<file path="config.mk">
export PLATFORM = sky130hd
export DESIGN_NAME = fifo_uart_rx
export DESIGN_NICKNAME = d
export VERILOG_FILES = /design/src/rtl/uart_pkg.sv /design/src/rtl/uart_rx.sv /design/src/rtl/fifo_uart_rx.sv
export SDC_FILE = /design/constraint.sdc
export NUM_CORES = 1
export LEC_CHECK = 0
export BUFFER_PORTS_ARGS = -buffer_cell sky130_fd_sc_hd__clkbuf_2
export CORE_MARGIN = 2
export CORE_UTILIZATION = 50
export CTS_BUF_LIST = sky130_fd_sc_hd__clkbuf_8
export CTS_CLUSTER_SIZE = 10
export DETAILED_ROUTE_END_ITERATION = 10
export PLACE_DENSITY = 0.65
export SETUP_SLACK_MARGIN = 0.5
export SLEW_MARGIN = 20
export SYNTH_ARGS = -nofsm -noshare
export SYNTH_HDL_FRONTEND = slang
export SYNTH_SLANG_ARGS = --single-unit
export TNS_END_PERCENT = 20
</file>
<file path="constraint.sdc">
create_clock -name clk -period 4 [get_ports clk]
set_input_delay 0.8 -clock clk [delete_from_list [all_inputs] [get_ports clk]]
set_output_delay 0.8 -clock clk [all_outputs]
set_load 0.02 [all_outputs]
</file>
<file path="src/rtl/uart_pkg.sv">
// uart_pkg: receiver state encoding and counter sizing shared by the UART blocks
package uart_pkg;

   typedef enum logic [2:0] {IDLE, START, DATA, STOP, WAIT_IDLE} rx_state_t;

   // bits needed to hold a down-counter loaded with at most n-1
   function automatic int cnt_width(input int n);
      return (n > 1) ? $clog2(n) : 1;
   endfunction

endpackage

</file>
<file path="src/rtl/uart_rx.sv">
// uart_rx: synchronizes the serial line and deserializes 8N1-style frames
module uart_rx import uart_pkg::*; #(
   parameter int WIDTH         = 8,
   parameter int DIVISOR       = 100,
   parameter int LITTLE_ENDIAN = 0
)(
   input  logic             clk,
   input  logic             i_reset_n,
   input  logic             i_rx_enable,
   input  logic             i_rx,
   output logic [WIDTH-1:0] o_data,
   output logic             o_dv,
   output logic             o_frame_err,
   output logic             o_busy
);

   localparam int CW = cnt_width(DIVISOR);
   localparam int IW = cnt_width(WIDTH);

   rx_state_t        r_state, w_state_nxt;
   logic [1:0]       r_sync;
   logic             r_rxs_d;
   logic [CW-1:0]    r_cnt, w_cnt_nxt;
   logic [IW-1:0]    r_idx, w_idx_nxt;
   logic [WIDTH-1:0] r_shift, w_shift_nxt;
   logic             r_dv, w_dv_nxt, r_ferr, w_ferr_nxt;
   logic             w_rxs, w_exp;

   assign w_rxs       = r_sync[1];
   assign w_exp       = (r_cnt == '0);
   assign o_data      = r_shift;
   assign o_dv        = r_dv;
   assign o_frame_err = r_ferr;
   assign o_busy      = (r_state != IDLE);

   // line synchronizer, previous-sample register for start-edge detection, and FSM state
   always_ff @(posedge clk or negedge i_reset_n) begin
      if (!i_reset_n) begin
         r_sync  <= 2'b11;
         r_rxs_d <= 1'b1;
         r_state <= IDLE;
         r_cnt   <= '0;
         r_idx   <= '0;
         r_shift <= '0;
         r_dv    <= 1'b0;
         r_ferr  <= 1'b0;
      end else begin
         r_sync  <= {r_sync[0], i_rx};
         r_rxs_d <= w_rxs;
         r_state <= w_state_nxt;
         r_cnt   <= w_cnt_nxt;
         r_idx   <= w_idx_nxt;
         r_shift <= w_shift_nxt;
         r_dv    <= w_dv_nxt;
         r_ferr  <= w_ferr_nxt;
      end
   end

   // next state, bit timing and shift logic; enable low overrides everything back to IDLE
   always_comb begin
      w_state_nxt = r_state;
      w_cnt_nxt   = w_exp ? r_cnt : r_cnt - CW'(1);
      w_idx_nxt   = r_idx;
      w_shift_nxt = r_shift;
      w_dv_nxt    = 1'b0;
      w_ferr_nxt  = 1'b0;
      case (r_state)
         IDLE: if (r_rxs_d && !w_rxs) begin
            w_state_nxt = START;
            w_cnt_nxt   = CW'(DIVISOR/2 - 1);
         end
         START: if (w_exp) begin
            w_state_nxt = w_rxs ? IDLE : DATA;
            w_cnt_nxt   = CW'(DIVISOR - 1);
            w_idx_nxt   = '0;
         end
         DATA: if (w_exp) begin
            w_cnt_nxt   = CW'(DIVISOR - 1);
            w_shift_nxt = (LITTLE_ENDIAN != 0) ? {w_rxs, r_shift[WIDTH-1:1]}
                                               : {r_shift[WIDTH-2:0], w_rxs};
            w_idx_nxt   = r_idx + IW'(1);
            w_state_nxt = (r_idx == IW'(WIDTH - 1)) ? STOP : DATA;
         end
         STOP: if (w_exp) begin
            w_dv_nxt    = w_rxs;
            w_ferr_nxt  = !w_rxs;
            w_state_nxt = w_rxs ? IDLE : WAIT_IDLE;
         end
         WAIT_IDLE: w_state_nxt = w_rxs ? IDLE : WAIT_IDLE;
         default: w_state_nxt = IDLE;
      endcase
      if (!i_rx_enable) begin
         w_state_nxt = IDLE;
         w_dv_nxt    = 1'b0;
         w_ferr_nxt  = 1'b0;
      end
   end

endmodule

</file>
<file path="src/rtl/fifo_uart_rx.sv">
// fifo_uart_rx: UART receiver feeding a word FIFO with registered status flags
module fifo_uart_rx import uart_pkg::*; #(
   parameter int WIDTH         = 8,
   parameter int DEPTH         = 128,
   parameter int DIVISOR       = 100,
   parameter int LEVEL         = 16,
   parameter int LITTLE_ENDIAN = 0
)(
   input  logic             clk,
   input  logic             i_reset_n,
   input  logic             i_rx_enable,
   input  logic             i_fifo_enable,
   input  logic             i_rx,
   input  logic             i_r_en,
   output logic [WIDTH-1:0] o_r_data,
   output logic             o_full,
   output logic             o_afull,
   output logic             o_empty,
   output logic             o_aempty,
   output logic             o_overflow,
   output logic             o_frame_err,
   output logic             o_busy
);

   localparam int AW = $clog2(DEPTH);

   logic [WIDTH-1:0] r_mem [DEPTH];
   logic [WIDTH-1:0] r_data, w_rx_data;
   logic [AW-1:0]    r_wptr, r_rptr;
   logic [AW:0]      r_count, w_count_nxt;
   logic             r_full, r_afull, r_empty, r_aempty, r_ovf;
   logic             w_dv, w_wr, w_rd;

   uart_rx #(.WIDTH(WIDTH), .DIVISOR(DIVISOR), .LITTLE_ENDIAN(LITTLE_ENDIAN)) u_rx (
      .clk         (clk),
      .i_reset_n   (i_reset_n),
      .i_rx_enable (i_rx_enable),
      .i_rx        (i_rx),
      .o_data      (w_rx_data),
      .o_dv        (w_dv),
      .o_frame_err (o_frame_err),
      .o_busy      (o_busy)
   );

   // a read frees a slot in the same cycle, so a full FIFO still accepts a word alongside a read
   assign w_rd        = i_r_en && !r_empty;
   assign w_wr        = w_dv && i_fifo_enable && (!r_full || i_r_en);
   assign w_count_nxt = r_count + {{AW{1'b0}}, w_wr} - {{AW{1'b0}}, w_rd};

   assign o_r_data   = r_data;
   assign o_full     = r_full;
   assign o_afull    = r_afull;
   assign o_empty    = r_empty;
   assign o_aempty   = r_aempty;
   assign o_overflow = r_ovf;

   // storage array needs no reset; validity is tracked by the pointers
   always_ff @(posedge clk) begin
      if (w_wr) r_mem[r_wptr] <= w_rx_data;
   end

   // pointers, count, read data and flags registered from the next count
   always_ff @(posedge clk or negedge i_reset_n) begin
      if (!i_reset_n) begin
         r_wptr   <= '0;
         r_rptr   <= '0;
         r_count  <= '0;
         r_data   <= '0;
         r_full   <= 1'b0;
         r_afull  <= 1'b0;
         r_empty  <= 1'b1;
         r_aempty <= 1'b1;
         r_ovf    <= 1'b0;
      end else begin
         if (w_wr) r_wptr <= r_wptr + AW'(1);
         if (w_rd) begin
            r_rptr <= r_rptr + AW'(1);
            r_data <= r_mem[r_rptr];
         end
         r_count  <= w_count_nxt;
         r_full   <= (w_count_nxt == (AW+1)'(DEPTH));
         r_afull  <= (w_count_nxt >= (AW+1)'(DEPTH - LEVEL));
         r_empty  <= (w_count_nxt == '0);
         r_aempty <= (w_count_nxt <= (AW+1)'(LEVEL));
         r_ovf    <= w_dv && i_fifo_enable && r_full && !i_r_en;
      end
   end

endmodule

</file>
# Word-level counts from Yosys, hierarchy flattened

Memory sizes are Yosys's and may differ from the RTL's. A register that Yosys moved wholly into a read port is not among the register bits.
Index checks and enable logic that the tools add are counted.

Register bits: 53
Memory bits (writable): 1,024
Input bits: 6
Memories: 1

Memory list:

| memory | words | bits a word | rd ports | clocked after memory_dff | write ports | line               | text |
|---|---|---|---|---|---|---|---|
| r_mem  | 128   | 8           | 1        | 1                        | 1           | fifo_uart_rx.sv:27 | `logic [WIDTH-1:0] r_mem [DEPTH];` |

Add/sub/neg operators: 6
Order comparisons: 2
Equal/unequal tests: 12
Muxes and demuxes: 24
Reductions and logical operators: 21

Operator list:

| kind                | number |
|---|---|
| $mux 3              | 8 |
| $mux 7              | 3 |
| $pmux 3 s5          | 1 |
| $add 7x1->7 const B | 2 |
| $pmux 7 s2          | 1 |
| $ne 3x2->1 const B  | 4 |
| $mux 1              | 9 |
| $add 8x1->8         | 1 |
| $eq 8x8->1 const B  | 1 |
| $ge 8x7->1 const B  | 1 |
| $le 8x5->1 const B  | 1 |
| $logic_not 8->1     | 1 |
| $sub 8x1->8         | 1 |
| $logic_not 7->1     | 1 |
| $sub 7x1->7 const B | 1 |
| $eq 3x2->1 const B  | 2 |
| $eq 3x3->1 const B  | 2 |
| $logic_and 1x1->1   | 6 |
| $pmux 3 s2          | 1 |
| $logic_not 1->1     | 5 |
| $ne 2x1->1 const B  | 2 |
| $reduce_and 4->1    | 1 |
| $add 3x1->3 const B | 1 |
| $eq 3x1->1 const B  | 1 |
| 8 further kinds     | 8 |

# Longest topological paths before layout

Word-level depth: 6
Depth in mapped cells: 14

# Hierarchy

Synthesis repeated with hierarchy kept, for this count alone.

Cell total of the unflattened synthesis: 2,174
Area total of the unflattened synthesis: 42,983.7 um2

By module, submodules not included:

| module       | times used | cells each | area each (um2) | sequential area each (um2) |
|---|---|---|---|---|
| fifo_uart_rx | 1          | 2,067      | 41,726.3        | 31,627.8 |
| uart_rx      | 1          | 107        | 1,257.5         | 654.4 |

# Least setup slack after synthesis

Ideal clock, no wire load.

Kind: input to register
Start point: in i_r_en
End point: reg r_aempty, in the netlist o_aempty
Setup time: 0.121 ns
Data arrival time: 3.619 ns
Data required time: 3.879 ns
Setup slack: 0.260 ns
Stages: 14
Path through: nand2b_1 -> nor2b_1 -> inv_1 -> clkbuf_1 -> ha_1 -> inv_1 -> ha_1 -> fa_1 -> a21o_1 -> a21oi_1 -> o21ai_0 -> a211oi_1 -> inv_1 -> a2111oi_0

Word-level cells in the longest chain between the ends: 5

RTL lines:

| what                   | line               | text |
|---|---|---|
| start: declaration     | fifo_uart_rx.sv:14 | `input logic i_r_en,` |
| $logic_or 1x1->1       | fifo_uart_rx.sv:47 | `assign w_wr = w_dv && i_fifo_enable && (!r_full \|\| i_r_en);` |
| $logic_and 1x1->1      | fifo_uart_rx.sv:47 |  |
| $add 8x1->8            | fifo_uart_rx.sv:48 | `assign w_count_nxt = r_count + {{AW{1'b0}}, w_wr} - {{AW{1'b0}}, w_rd};` |
| $sub 8x1->8 (*)        | fifo_uart_rx.sv:48 |  |
| net w_count_nxt[6]     | fifo_uart_rx.sv:30 | `logic [AW:0] r_count, w_count_nxt;` |
| $le 8x5->1 (*)         | fifo_uart_rx.sv:84 | `r_aempty <= (w_count_nxt <= (AW+1)'(LEVEL));` |
| end signal: assignment | fifo_uart_rx.sv:84 |  |
| end: declaration       | fifo_uart_rx.sv:31 | `logic r_full, r_afull, r_empty, r_aempty, r_ovf;` |

Mark *: on every way through the listed nets, which the timed path passes. The rest lies on a longest branch.
A chain may end at the register's enable or synchronous reset.

==> parameters.txt <==
Parameter                              Value

Critical path
  End of the worst register-to-register path    o_r_data[1]
  Required time worst endpoint    around 4.7 ns
  Arrival time at the worst endpoint    between 4 and 5 ns
  Number of cells on the worst reg-to-reg path    7
  Critical-path maximum fanout    27
  Worst R2R Start    r_rptr[4]
  Worst-case register-to-register setup slack    0.61 ns
  Kind of capture point of the worst setup path    flip-flop
  Critical path startpoint category    flip-flop
  Critical path origin    r_rptr[4]
  CP Class    flip-flop to flip-flop

GRT
  Global routing usage on met1    0.307
  Global-route met3 utilization    0.0533
  Initial antenna violation count    1
  Wire length of the first global-routing pass    between 100 and 150 mm
  Global Route met2 Usage    0.345
  Overflow left after global routing    0
  Pin count of the biggest net entering global routing    around 110
  Most crowded layer after global routing    met2
  Number of global-route vias before repair    21800
  Overall global routing resource usage    0.221

Placed design
  Post-DP HPWL    around 57 mm
  Number of placed instances with taps included    roughly 3300
  Placed inst area    approximately 44000 um^2
  Port Buffers    20
  Final weighted congestion in routability-driven placement    ~0.8

Worst hold path
  WHS Path Cells    1
  Terminating pin of the worst hold path    u_rx.r_sync[0]
  Path type of the worst min-delay path    primary input to flip-flop
  Hold Crit Start    i_rx

Logic synthesis
  Yosys top cell area share    0.720
  Primary FF master, synth    edfxtp_1
  Largest family of logic cells by synthesized area    multiplexers
  Synth Cell Area    between 40000 and 50000 um^2
  Share of the yosys chip area belonging to registers    0.756
  Syn nets    approximately 2200
  Commonest cells post-synth    1024 x edfxtp_1, 206 x mux4_2, 168 x nor2_1
  Number of synthesized register bits    ~1100
  Cells taking the most area after synthesis    edfxtp_1 72%, mux4_2 11%, mux2i_1 3.7%
  Share of async-settable or async-resettable flops after synthesis    0.0562
  Number of synthesized flops with an enable pin    about 1000
  Number of library cell types mapped by synthesis    66
  Leading cell type by number of instances after synthesis    edfxtp_1
  Fraction of the mapped netlist area in compound gates    0.0351
  Simple-gate area share of the yosys netlist    0.0345
  Fraction of synthesized cell area in xor and xnor cells    0.00431
  Syn. warnings    0
  Avg Cell Area, Syn    between 15 and 20 um^2
  Cell taking the most area after synthesis    edfxtp_1
  Synthesized netlist cell count    2163
  Synth Area in Adders    0.00457
  Fraction of synthesized area in multiplexers    0.147

Power
  Share of total power in sequential cells    0.478
  Peak supply drop    537 uV
  Switching Power    between 0.007 and 0.008 W
  Switching power share of the total    0.296
  Internal cell power    roughly 0.019 W
  Static power due to leakage    16.8 nW
  Power density cells    approximately 570 nW/um^2
  Proportion of power drawn by the clock network    0.312
  Combinational share of power    0.209

Cells and area
  Net count reported at finish    2325
  Layout cells sized above 1    0.223
  Fill cell total of the finished layout    ~6400
  Area of all placed cells without fillers    around 47000 um^2
  Non-filler instance count after layout    about 3600
  Area added between synthesis and finish    10.9%

CTS
  Clock tree from TritonCTS    yes
  Number of clock sinks seen by CTS    between 1000 and 1500
  Clock latency at the later pin of the worst-skew pair    0.82 ns
  Clock transition at the registers of the reported paths    ~0.06 ns
  Cell chosen for the clock root    clkbuf_8
  CTS HTree Levels    4
  Longest Clk Path Bufs    3
  Number of buffers added by the clock tree synthesis step    between 150 and 200

Timing
  Max Slew Vio Count    0
  Slew margin rel.    0.205
  Highest clock rate    approximately 290 MHz
  Setup TNS    0 ns
  RSZ-0062 raised after global routing    false
  Final critical delay including setup and external delays    3.39 ns
  Share of the cycle needed by the critical path after routing    0.848
  Worst-Margin Slew    ~1.2 ns
  Final Hold Violating Endpoints    0
  Setup-failing EPs final    0
  Post-route clock skew    ~0.036 ns

Floorplan
  Die area    between 80000 and 90000 um^2
  Floorplan die height    around 300 um
  Boundary pin count    21
  Number of placement rows    between 100 and 150
  Initial standard-cell utilization of the core    0.503
  Die width    between 200 and 300 um
  Placeable Area    84900 um^2

Outcome
  Run status    complete, no violations

Drt
  Remaining antenna violation count    0
  Via/cell ratio    5.96
  Violation count after the first detailed-routing iteration    2168
  Routed WL    between 90 and 100 mm
  Wire per inst    26.6 um
  Post-route DRC    0
  Via count    about 21000
  DR pass1 iterations    5

Run
  MaxCap Viol Count    0
-- cells by family after synthesis --
logic type                 Yosys count
AOI/OAI and AO/OA                  207
DFF                               1085
xor gates and xnor gates            21
buffers and inverters              138
and+or+nand+nor                    327
adders and majority gates           15
muxes                              370
-- through the flow --
step           setup WS, ns  total power [W]  hold slack (ns)  utilization
6_report              0.607           0.0269           0.0901        0.558
5_1_grt               0.527           0.0280           0.0310        0.558
4_1_cts               0.648           0.0271           0.0231        0.557
3_5_place_dp          0.263           0.0187            0.351        0.521
3_3_place_gp          0.363           0.0187            0.347        0.521
2_1_floorplan         0.509           0.0171            0.345            -
-- worst max-delay path by stage --
stage                  end  slack, ns  cells after the start
6_report       o_r_data[1]       0.61                      7
2_1_floorplan     o_aempty       0.51                     14
3_3_place_gp   o_r_data[1]       0.36                      9
4_1_cts        o_r_data[1]       0.65                      9
5_1_grt        o_r_data[1]       0.53                      9
3_5_place_dp   o_r_data[1]       0.26                      9
-- area by class of cell --
class | count | area, um^2 | area share
flip-flops and latches | 1085 | 32300 | 0.683
repair buffers | 90 | 811 | 0.0171
well taps | 1144 | 1430 | 0.0302
multi-input cells | 940 | 9660 | 0.204
clock inverters | 126 | 683 | 0.0144
diodes | 1 | 2.50 | 0.0000529
clock buffers | 172 | 2370 | 0.0500
inverters | 18 | 67.6 | 0.00143
-- power groups by stage --
stage / clock (W) / combinational, W / sequential [W]
6_report: 0.00841 / 0.00564 / 0.0129
5_1_grt: 0.00908 / 0.00602 / 0.0129
4_1_cts: 0.00857 / 0.00569 / 0.0129
3_5_place_dp: 0 / 0.00560 / 0.0131
3_3_place_gp: 0 / 0.00554 / 0.0131
2_1_floorplan: 0 / 0.00435 / 0.0128
-- critical path, stage by stage (launching register included) --
cell and delay [ns]:
dfrtp_1 1.13, nor2_1 0.50, buf_4 0.33, a2111oi_1 0.70, buf_4 0.25, nor3_1 0.06, buf_4 0.17, a211oi_2 0.16
-- cells in the final DEF (no fill, tap or decap), types with 15 or more instances in the layout --
cell,n
xnor2_1,15
o21ai_0,29
o221ai_1,19
nand2_1,59
clkbuf_8,172
clkbuf_2,19
edfxtp_1,1024
nor2_1,167
a211oi_1,27
a21oi_1,17
o22ai_1,45
mux4_2,206
inv_1,83
mux2i_1,159
dfrtp_1,45
clkinv_1,35
nand3_1,17
buf_4,57
-- repair_timing --
item | in CTS | in global routing
resized for setup | 1 | 0
setup endpoints to repair | 1 | 0
buffers inserted | 1 | 0
hold buffers | 0 | 0
-- routing by layer --
metal / up-vias / wire [um]
li1: 9120 / -
met1: 11200 / 39800
met2: 828 / 45500
met3: 146 / 7410
met4: 0 / 2380
met5: - / 0
-- sequential cells by signal, summed over array words and instances (netlist names) --
register	count
o_aempty	1
o_afull	1
o_empty	1
o_full	1
o_overflow	1
o_r_data	8
r_count	8
r_mem	1024
r_rptr	7
r_wptr	7
u_rx.o_data	8
u_rx.o_dv	1
u_rx.o_frame_err	1
u_rx.r_cnt	7
u_rx.r_idx	3
u_rx.r_rxs_d	1
u_rx.r_state	3
u_rx.r_sync	2
Note: power is estimated with default switching activity, not from simulation.
